<file path="config.mk">
export PLATFORM = sky130hd
export DESIGN_NAME = updown_counter_param
export DESIGN_NICKNAME = d
export VERILOG_FILES = /design/src/rtl/updown_counter_param.sv
export SDC_FILE = /design/constraint.sdc
export NUM_CORES = 1
export LEC_CHECK = 0
export CORE_AREA = 2 2 39 41
export DETAILED_ROUTE_END_ITERATION = 6
export DIE_AREA = 0 0 41 43
export GPL_TIMING_DRIVEN = 0
export PLACE_DENSITY = 0.52
export SLEW_MARGIN = 30
export SYNTH_ARGS = -nofsm -noshare
export SYNTH_HDL_FRONTEND = slang
export SYNTH_SLANG_ARGS = --single-unit
</file>
<file path="constraint.sdc">
create_clock -name clock -period 1.75 [get_ports clock]
set_input_delay 0.35 -clock clock [delete_from_list [all_inputs] [get_ports clock]]
set_output_delay 0.35 -clock clock [all_outputs]
set_load 0.05 [all_outputs]
</file>
<file path="src/rtl/updown_counter_param.sv">
// Parametrised up/down counter with wrap-or-saturate limits, parallel load and cascade outputs.
// Define COUNTER_PRESCALER_EN to add a PRESCALE-edge prescaler in front of each count step.
module updown_counter_param #(
   parameter int WIDTH     = 4,
   parameter int MAX_VALUE = 2**WIDTH-1,
   parameter bit SATURATE  = 1'b0,
   parameter int PRESCALE  = 1
) (
   input  logic             clock,
   input  logic             reset,
   input  logic             enable,
   input  logic             direction,
   input  logic             load,
   input  logic [WIDTH-1:0] load_value,
   output logic [WIDTH-1:0] counter,
   output logic             terminal,
   output logic             wrap
);

   localparam logic [WIDTH-1:0] MAX = WIDTH'(MAX_VALUE);

   if (WIDTH < 1 || WIDTH > 16) begin : gBadWidth
      $error("updown_counter_param: WIDTH must be 1..16");
   end
   if (MAX_VALUE < 0 || MAX_VALUE > 2**WIDTH-1) begin : gBadMax
      $error("updown_counter_param: MAX_VALUE must fit in WIDTH bits");
   end
   if (PRESCALE < 1 || PRESCALE > 256) begin : gBadPrescale
      $error("updown_counter_param: PRESCALE must be 1..256");
   end

   logic stepNow;

`ifdef COUNTER_PRESCALER_EN
   localparam int PW = (PRESCALE > 1) ? $clog2(PRESCALE) : 1;
   localparam logic [PW-1:0] PS_LAST = PW'(PRESCALE-1);

   logic [PW-1:0] prescaler;

   assign stepNow = enable && (prescaler == PS_LAST);

   // Prescaler phase: frozen while disabled, restarted by reset or load.
   always_ff @(negedge clock) begin
      if (!reset) begin
         prescaler <= '0;
      end else if (load) begin
         prescaler <= '0;
      end else if (enable) begin
         prescaler <= stepNow ? '0 : prescaler + 1'b1;
      end
   end
`else
   assign stepNow = enable;
`endif

   // terminal ignores enable so it can drive the next stage's enable when cascading.
   assign terminal = direction ? (counter == MAX) : (counter == '0);

   always_ff @(negedge clock) begin
      if (!reset) begin
         counter <= '0;
         wrap    <= 1'b0;
      end else if (load) begin
         counter <= (load_value > MAX) ? MAX : load_value;
         wrap    <= 1'b0;
      end else if (stepNow) begin
         if (direction) begin
            // An out-of-range value is treated as sitting on the upper limit.
            if (counter >= MAX) begin
               counter <= SATURATE ? MAX : '0;
               wrap    <= !SATURATE;
            end else begin
               counter <= counter + 1'b1;
               wrap    <= 1'b0;
            end
         end else begin
            if (counter == '0) begin
               counter <= SATURATE ? '0 : MAX;
               wrap    <= !SATURATE;
            end else begin
               counter <= counter - 1'b1;
               wrap    <= 1'b0;
            end
         end
      end else begin
         wrap <= 1'b0;
      end
   end

endmodule

</file>
==> results of run 1 <==
## cell type report
type / instances / share of cell area, %
flip-flops and latches: 5 / 17.4
clock buffers: 3 / 3.37
clock inverters: 6 / 3.37
inverters: 4 / 3.00
repair buffers: 18 / 28.5
well taps: 16 / 3.00
multi-input cells: 34 / 41.4
## critical path: cells and delay by family, from the launching register on
family / cells / cell delay [ns]
adder cells (fa/ha/maj): 1 / 0.13
flip-flops: 1 / 0.35
buffers and inverters: 2 / 0.23
AO/OA/AOI/OAI: 1 / 0.15
AND/OR/NAND/NOR: 1 / 0.39
## timing repair
| item | 4_1_cts | 5_1_grt |
|---|---|---|
| hold buffers | 0 | 0 |
| setup buffers | 4 | 0 |
| hold endpoints to repair | 0 | 0 |
| endpoints found under the setup margin | 11 | 11 |
| pin swaps | 5 | 2 |
| resized for setup | 54 | 8 |
## kinds of logic (layout without fill, tap and decap cells)
kind of cell | after synthesis | in the layout | synth area share [%]
and+or+nand+nor | 13 | 13 | 21.6
buffers and inverters | 5 | 31 | 5.22
adders and majority gates | 2 | 2 | 6.97
muxes | 2 | 2 | 5.92
AOI/OAI and AO/OA | 15 | 15 | 27.5
xor gates and xnor gates | 2 | 2 | 4.88
DFF | 5 | 5 | 27.9
## report_power, final
group / internal (µW) / switching (µW)
registers: 124 / 17.0
logic: 84.4 / 88.3
clock network: 96.1 / 75.2
total: 304 / 180
## cell usage after synthesis (all sizes together)
cell    n  area, µm²
o21ai   6       30.0
dfxtp   5        100
inv     5       18.8
a21oi   4       20.0
nand2   3       11.3
and3    2       12.5
ha      2       25.0
xnor2   2       17.5
a211oi  1       12.5
a21bo   1       10.0
and2    1       6.26
mux2    1       11.3
mux2i   1       10.0
nand3   1       5.00
nand4   1       6.26
nor2b   1       6.26
nor3    1       5.00
nor4b   1       8.76
o21bai  1       7.51
o221ai  1       8.76
o311a   1       10.0
or3b    1       8.76
or4     1       7.51
## registers in the layout, summed over array words and instances, names as in the netlist
| register | count |
|---|---|
| counter | 4 |
| wrap | 1 |
## layer usage
layer	vias up	routed length [µm]
met5	-	0
met3	0	76
li1	216	-
met4	0	0
met2	12	490
met1	199	441
## stage by stage
step	setup slack, ns	cell area, µm²	total power [µW]	instances
final	-1.02	668	484	86
after global routing	-1.07	668	522	86
after CTS	-1.04	662	492	86
after detailed placement	-1.39	562	314	74
after global placement	-1.38	562	313	74
after floorplan	-0.821	402	257	44
## path summary, 6_finish.rpt
check,start,endpoint,depth (start not counted)
max,counter[0],terminal,5
min,counter[3],wrap,2
max reg2reg,counter[0],counter[2],6
min reg2reg,counter[3],wrap,2
==> impl_metrics.csv, run 1 <==
group,metric,value,unit
status,status,"finished with violations",
status,violations,"negative setup slack",
critical_path,slowest_delay,0.39,ns
route,drc,0,
timing,setup_viol,9,
cts,htree_num_levels,1,
yosys,syn_area,359,µm²
global_route,grt_max_degree,10,
hold_path,hp-class,"register to register",
cts,path_clk_slew,0.03,ns
critical_path,endpoint_kind,"output port",
finish,layout_commonest_cell,"inv_1",
finish,regArea,116,µm²
floorplan,io-pin-count,15,
global_route,grt_use_met2,19.7,%
route,wl_per_cell,11.7,µm
global_route,antenna_found_initial,0,
timing,clock_skew,0.00676,ns
route,ant_nets,0,
yosys,synthCells,44,
global_route,overflow,0,
floorplan,std_cell_rows,14,
cts,cts_tree,"yes",
timing,report.final.hold_viol_count,0,
global_route,track_usage,14.0,%
critical_path,crit_path_start_kind,"register",
yosys,yosysUniqueCellTypes,25,
yosys,synth_nets,55,
route,vias_per_cell,4.97,
yosys,ys_seq_area_share,27.9,%
critical_path,crit_type,"register to output port",
finish,finalNetCount,82,
floorplan,coreArea,0.00138,mm²
critical_path,path_cells,"inv_4 -> ha_4 -> or3b_4 -> o21ai_4 -> buf_6",
timing,slew_headroom,83.4,%
timing,setup_slack,-1.02,ns
route,wl,1010,µm
placement,dp_hpwl,681,µm
floorplan,start_util,25.9,%
yosys,yosys_warnings,0,
critical_path,cp.required,1.40,ns
finish,synthToLayoutAreaGrowth,86.1,%
timing,worst-slew-pin-transition,0.246,ns
power_and_ir_drop,leakagePower,0.000303,µW
power_and_ir_drop,irDropWorstVdd,0.411,mV
global_route,use_met3,9.42,%
cts,clk_latency,0.30,ns
global_route,met1_usage,16.3,%
cts,cts_sinks,5,
placement,globalplace.congestion,0.752,
route,vias,427,
floorplan,dieArea,0.00176,mm²
cts,cts-root-buf,"clkbuf_4",
floorplan,dieWidth,41,µm
finish,final_core_util,48.3,%
critical_path,regToRegSetupSlack,0.30,ns
finish,layout_common_cells,"8 x inv_1, 5 x buf_8, 4 x o21ai_0, 4 x dfxtp_4, 4 x clkdlybuf4s50_1",
finish,fillers,145,
global_route,grt_pass1_wl,1640,µm
critical_path,cp.arrival,2.42,ns
global_route,grt_busiest_layer,"met2",
finish,multi_input_area,277,µm²
finish,n_antenna_cell,0,
timing,rsz0062_at_grt,"true",
global_route,grt_pass1_vias,417,
cts,cts_buffers,3,
critical_path,crit_path_top_delay_cell,"or3b_4",
floorplan,die_h,43,µm
timing,finalMaxSlewViolations,0,
route,dr.pass1.iters,4,
yosys,ys_ff_latch,5,
timing,fin_hold_ws,0.656,ns
timing,fin_setup_tns,-2.88,ns
critical_path,crit_fanout,3,
yosys,synth_area_per_cell,8.16,µm²
placement,port_buffers,14,
cts,cts.path.max_buffers,2,
flow_run,drv_cap,0,
route,drt_iter0_drc,2,
finish,layout-drive-gt1-share,41.4,%
power_and_ir_drop,power.density,725,mW/mm²
(Power assumes the default switching activity.)
==> run 2, diff against run 1 <==
--- a/config.mk
+++ b/config.mk
@@ -5,6 +5,7 @@
 export SDC_FILE = /design/constraint.sdc
 export NUM_CORES = 1
 export LEC_CHECK = 0
+export ABC_CLOCK_PERIOD_IN_PS = 1750
 export CORE_AREA = 2 2 39 41
 export DETAILED_ROUTE_END_ITERATION = 6
 export DIE_AREA = 0 0 41 43
==> results of run 2 <==
Final layout, timing and power as in run 1 (identical DEF).
==> variant 1 (flow settings as in run 2) <==
The option `COUNTER_PRESCALER_EN` is turned on by a define.
--- a/src/rtl/updown_counter_param.sv
+++ b/src/rtl/updown_counter_param.sv
@@ -1,4 +1,6 @@
 // Parametrised up/down counter with wrap-or-saturate limits, parallel load and cascade outputs.
 // Define COUNTER_PRESCALER_EN to add a PRESCALE-edge prescaler in front of each count step.
+`define COUNTER_PRESCALER_EN
+
 module updown_counter_param #(
    parameter int WIDTH     = 4,
Formal check against the unedited RTL: same outputs for any inputs over 10 cycles, from zero or initial values and one cycle with reset low; that may be too few to reach the edited logic, so the function may still have changed.
==> variant 1 against run 2 <==
  * The run still ends with negative setup slack left
  * Final area up 6.4%
  * Power increased by 8.0%
  * Clock power increased by 6%
  * Setup slack improved by 0.24 ns
  * Core utilization grew 3.1 points
  * Wire length shrank 4.8%
  * Worst hold slack got worse by 0.18 ns
  * Area after synthesis increased by 2.8%
  * Combinational power rose by 4%
  * Sequential cell count is 1 higher
  * Critical path type unchanged
  * Highest routed layer is now met4
==> variant 1: results (changes against run 2) <==
** Drt
- Detailed-routing wirelength on met1 :: 419 µm (was 441 µm)
- The routed length on met3 came to 47 µm (was 76 µm).
- Detailed-route vias per instance :: 4.77 (was 4.97)
- Routed wire length on met2 :: 460 µm (was 490 µm)
- Iteration-0 DRC count of the detailed router :: 0 (was 2)

** Critical path
- Largest fanout on the critical path :: 5 (was 3)
- The beginning of the worst register-to-register path is counter[1] (was counter[0]).
- Number of cells traversed by the worst register-to-register path :: 5 (was 6)
- Worst R2R Setup Slack :: 0.37 ns (was 0.30 ns)

** STA
- Setup slack after layout :: -0.788 ns (was -1.02 ns)
- The total setup violations reported at the end of the flow is 6 (was 9).
- Final TNS setup :: -2.47 ns (was -2.88 ns)

** Power and ir drop
- Switching Share :: 36.3% (was 37.3%)
- The peak supply drop is 0.453 mV (was 0.411 mV).
- The reported leakage power came to 0.331 nW (was 0.303 nW).

** Placement
- Post-Place Setup Slack :: -1.16 ns (was -1.39 ns)
- The final estimated routing congestion in global placement was 0.674 (was 0.752).

** GRT
- Vias in the first global route :: 428 (was 417)
- The total routing usage reported by global routing is 13.4% (was 14.0%).
- First-pass GRT wire length :: 1.56 mm (was 1.64 mm)
- The maximum number of pins on one net before global-route repair came to 8 (was 10).

** Finish
- Layout cells sized above 1 :: 45.3% (was 41.4%)
- Layout net count :: 88 (was 82)

** Synthesis
- Library cells used by synthesis :: 22 (was 25)
- Syn_nets :: 57 (was 55)
- Synth area leaders :: sky130_fd_sc_hd__dfxtp_1, sky130_fd_sc_hd__ha_1, sky130_fd_sc_hd__nand2_1 (was sky130_fd_sc_hd__dfxtp_1, sky130_fd_sc_hd__ha_1, sky130_fd_sc_hd__a21oi_1)
- The portion of the post-synthesis area used by sequential elements is 32.5% (was 27.9%).

** Status
- Violations in the final reports: negative setup slack (unchanged).
- Result of the run: finished with violations (unchanged).
## variant 1: metrics by stage
stage	cell area [µm²]	utilization, %	cells
after global routing	711	51.4	91
after detailed placement	592	42.8	76
after floorplan	432	-	46
after CTS	704	50.9	91
final	711	51.4	91
after global placement	592	42.8	76
## variant 1: metal layers
metal | global-route usage (%) | up-vias
met5 | 0 | -
met4 | 13.3 | 0
met3 | 4.71 | 4
met2 | 20.0 | 13
met1 | 13.1 | 195
li1 | - | 222
## variant 1: final cells by class
| class | count | area (µm²) |
|---|---|---|
| Timing Repair Buffer | 21 | 215 |
| Tap cell | 16 | 20.0 |
| Sequential cell | 6 | 136 |
| Fill cell | 143 | 673 |
| Clock inverter | 6 | 22.5 |
| Multi-Input combinational cell | 35 | 274 |
| Inverter | 4 | 20.0 |
| Clock buffer | 3 | 22.5 |
## variant 1: power by group through the flow
stage	registers (mW)	clock network (mW)	logic (mW)
CTS	0.162	0.194	0.180
finish	0.162	0.181	0.180
detailed placement	0.166	0.0246	0.148
global route	0.163	0.210	0.194
floorplan	0.192	0.0246	0.0700
global placement	0.166	0.0246	0.149
## variant 1: worst min path at each step
stage | startpoint | end | slack [ns] | cells past startpoint
2_1_floorplan | prescaler | prescaler | 0.45 | 1
3_3_place_gp | prescaler | prescaler | 0.46 | 1
3_5_place_dp | prescaler | prescaler | 0.47 | 1
4_1_cts | prescaler | prescaler | 0.48 | 1
5_1_grt | prescaler | prescaler | 0.50 | 1
6_report | prescaler | prescaler | 0.47 | 1
## variant 1: what timing repair did
item | 4_1_cts | 5_1_grt
pin swaps | 3 | 1
endpoints found under the setup margin | 12 | 9
hold buffers | 0 | 0
gates cloned | 0 | 0
buffers inserted | 7 | 0
resized for setup | 58 | 5
## variant 1: logic make-up (layout without fill, tap and decap cells)
group | count (synthesis) | count (layout) | share of synthesized area, %
simple gates | 16 | 16 | 22.7
compound gates | 14 | 14 | 25.8
flops | 6 | 6 | 32.5
buf+inv | 5 | 34 | 5.09
xor+xnor | 3 | 3 | 7.12
fa+ha+maj | 2 | 2 | 6.78
## variant 1: worst max-delay path, stage by stage (launching register included)
cell                       delay, ns
sky130_fd_sc_hd__dfxtp_4        0.36
sky130_fd_sc_hd__inv_4          0.06
sky130_fd_sc_hd__ha_4           0.13
sky130_fd_sc_hd__nand2b_4       0.06
sky130_fd_sc_hd__o31ai_4        0.20
sky130_fd_sc_hd__buf_6          0.19
==> variant 2 (flow settings as in run 2) <==
Made on the original files. The parameter `WIDTH` goes from 4 to 3.
--- a/src/rtl/updown_counter_param.sv
+++ b/src/rtl/updown_counter_param.sv
@@ -2,5 +2,5 @@
 // Define COUNTER_PRESCALER_EN to add a PRESCALE-edge prescaler in front of each count step.
 module updown_counter_param #(
-   parameter int WIDTH     = 4,
+   parameter int WIDTH     = 3,
    parameter int MAX_VALUE = 2**WIDTH-1,
    parameter bit SATURATE  = 1'b0,
Interface: changed (resized counter and load_value); port bits go from 15 to 13. No check against the original RTL was run, so the function may have changed too.
==> variant 2 against run 2 <==
  * The flow still finishes with violations (negative setup slack)
  * Power down 9.6%
  * Setup slack better by 0.11 ns
  * Final area down 1.5%
  * Via count down 8.7%
  * Count of clock-buffer cells in the layout unchanged
  * Wire length about the same
  * Core utilization down 0.72 points
  * Highest routed layer is now met4
  * Non-clock buffer count up 6
  * Area after synthesis down 16%
  * Sequential cell count down 1
==> variant 2: results (changes against run 2) <==
** Drt
- The routed length per placed instance is 12.1 µm (was 11.7 µm).
- The uppermost layer routed is met4 (was met3).

** Synthesis
- The portion of the post-synthesis area used by sequential elements is 26.6% (was 27.9%).
- Top post-synthesis cells by count :: sky130_fd_sc_hd__inv_1, sky130_fd_sc_hd__nand2_1, sky130_fd_sc_hd__dfxtp_1, sky130_fd_sc_hd__ha_1, sky130_fd_sc_hd__o21ai_0 (was sky130_fd_sc_hd__dfxtp_1, sky130_fd_sc_hd__a21oi_1, sky130_fd_sc_hd__inv_1, sky130_fd_sc_hd__o21ai_0, sky130_fd_sc_hd__nand2_1)
- The net count after synthesis came to 49 (was 55).
- Library cells used by synthesis :: 18 (was 25)

** Critical path
- Data arrival time of the critical path :: 2.32 ns (was 2.42 ns)
- The delay of the slowest cell on the worst path came to 0.41 ns (was 0.39 ns).

** Placement
- Post-Place Setup Slack :: -1.31 ns (was -1.39 ns)
- The number of instances in the placed design came to 65 (was 74).
- The half-perimeter wire length of the detailed placement result came to 557 µm (was 681 µm).
- RePlAce Congestion :: 0.719 (was 0.752)
- The area of placed instances was 492 µm² (was 562 µm²).
- The port buffer count is 12 (was 14).

** Status
- Result of the run: finished with violations (unchanged).
- Violations in the final reports: negative setup slack (unchanged).

** Power and ir drop
- The design internal power came to 277 µW (was 304 µW).
- The share of power burned in the clock network is 35.7% (was 35.3%).
- Static power due to leakage :: 0.304 nW (was 0.303 nW)

** STA
- The total setup violations reported at the end of the flow is 8 (was 9).
- Final TNS setup :: -2.91 ns (was -2.88 ns)
- The post-route worst setup slack was -0.918 ns (was -1.02 ns).

** GRT
- The via count of the first global-routing pass was 384 (was 417).
- Largest net degree at the start of global routing :: 8 (was 10)
- Total global-route track usage :: 13.9% (was 14.0%)

** Finish
- Layout cells sized above 1 :: 55.2% (was 41.4%)
- Number of fill cells :: 138 (was 145)
variant 2: changes by cell type in the layout (fill, tap and decap cells not counted), moves of 2 or more:
cell	delta
sky130_fd_sc_hd__ha_1	+2
sky130_fd_sc_hd__clkdlybuf4s50_1	-2
sky130_fd_sc_hd__and3_1	-2
sky130_fd_sc_hd__buf_4	+10
variant 2: tightest hold or removal path, cell delays in order, from the launching register on:
cell and delay (ns):
sky130_fd_sc_hd__dfxtp_4 0.36, sky130_fd_sc_hd__buf_4 0.13, sky130_fd_sc_hd__a21oi_1 0.06, sky130_fd_sc_hd__a21oi_1 0.12
variant 2: repair_timing:
| action | 4_1_cts | 5_1_grt |
|---|---|---|
| pin swaps | 7 | 4 |
| buffers inserted | 10 | 2 |
| gates cloned | 0 | 0 |
| resized for setup | 60 | 9 |
| endpoints found under the setup margin | 9 | 8 |
variant 2: logic make-up (layout without fill, tap and decap cells):
logic type | Yosys count | in the layout | share of synthesized area (%)
AOI/OAI and AO/OA | 11 | 11 | 27.0
and+or+nand+nor | 11 | 11 | 19.5
buffers and inverters | 6 | 36 | 7.47
adders and majority gates | 4 | 4 | 16.6
DFF | 4 | 4 | 26.6
xor gates and xnor gates | 1 | 1 | 2.91
variant 2: layout make-up:
cell class	instances	share of cell area (%)
multi-input combinational	27	37.8
clock buffer	3	3.42
inverter	5	3.61
timing repair buffer	24	35.7
sequential	4	14.1
tap	16	3.04
clock inverter	4	2.28
variant 2: final timing paths:
path | slack [ns] | cells after the start | end | startpoint
max | -0.92 | 5 | terminal | counter[1]
min | 0.70 | 3 | counter[1] | counter[1]
max reg2reg | 0.17 | 6 | counter[2] | counter[0]
min reg2reg | 0.70 | 3 | counter[1] | counter[1]
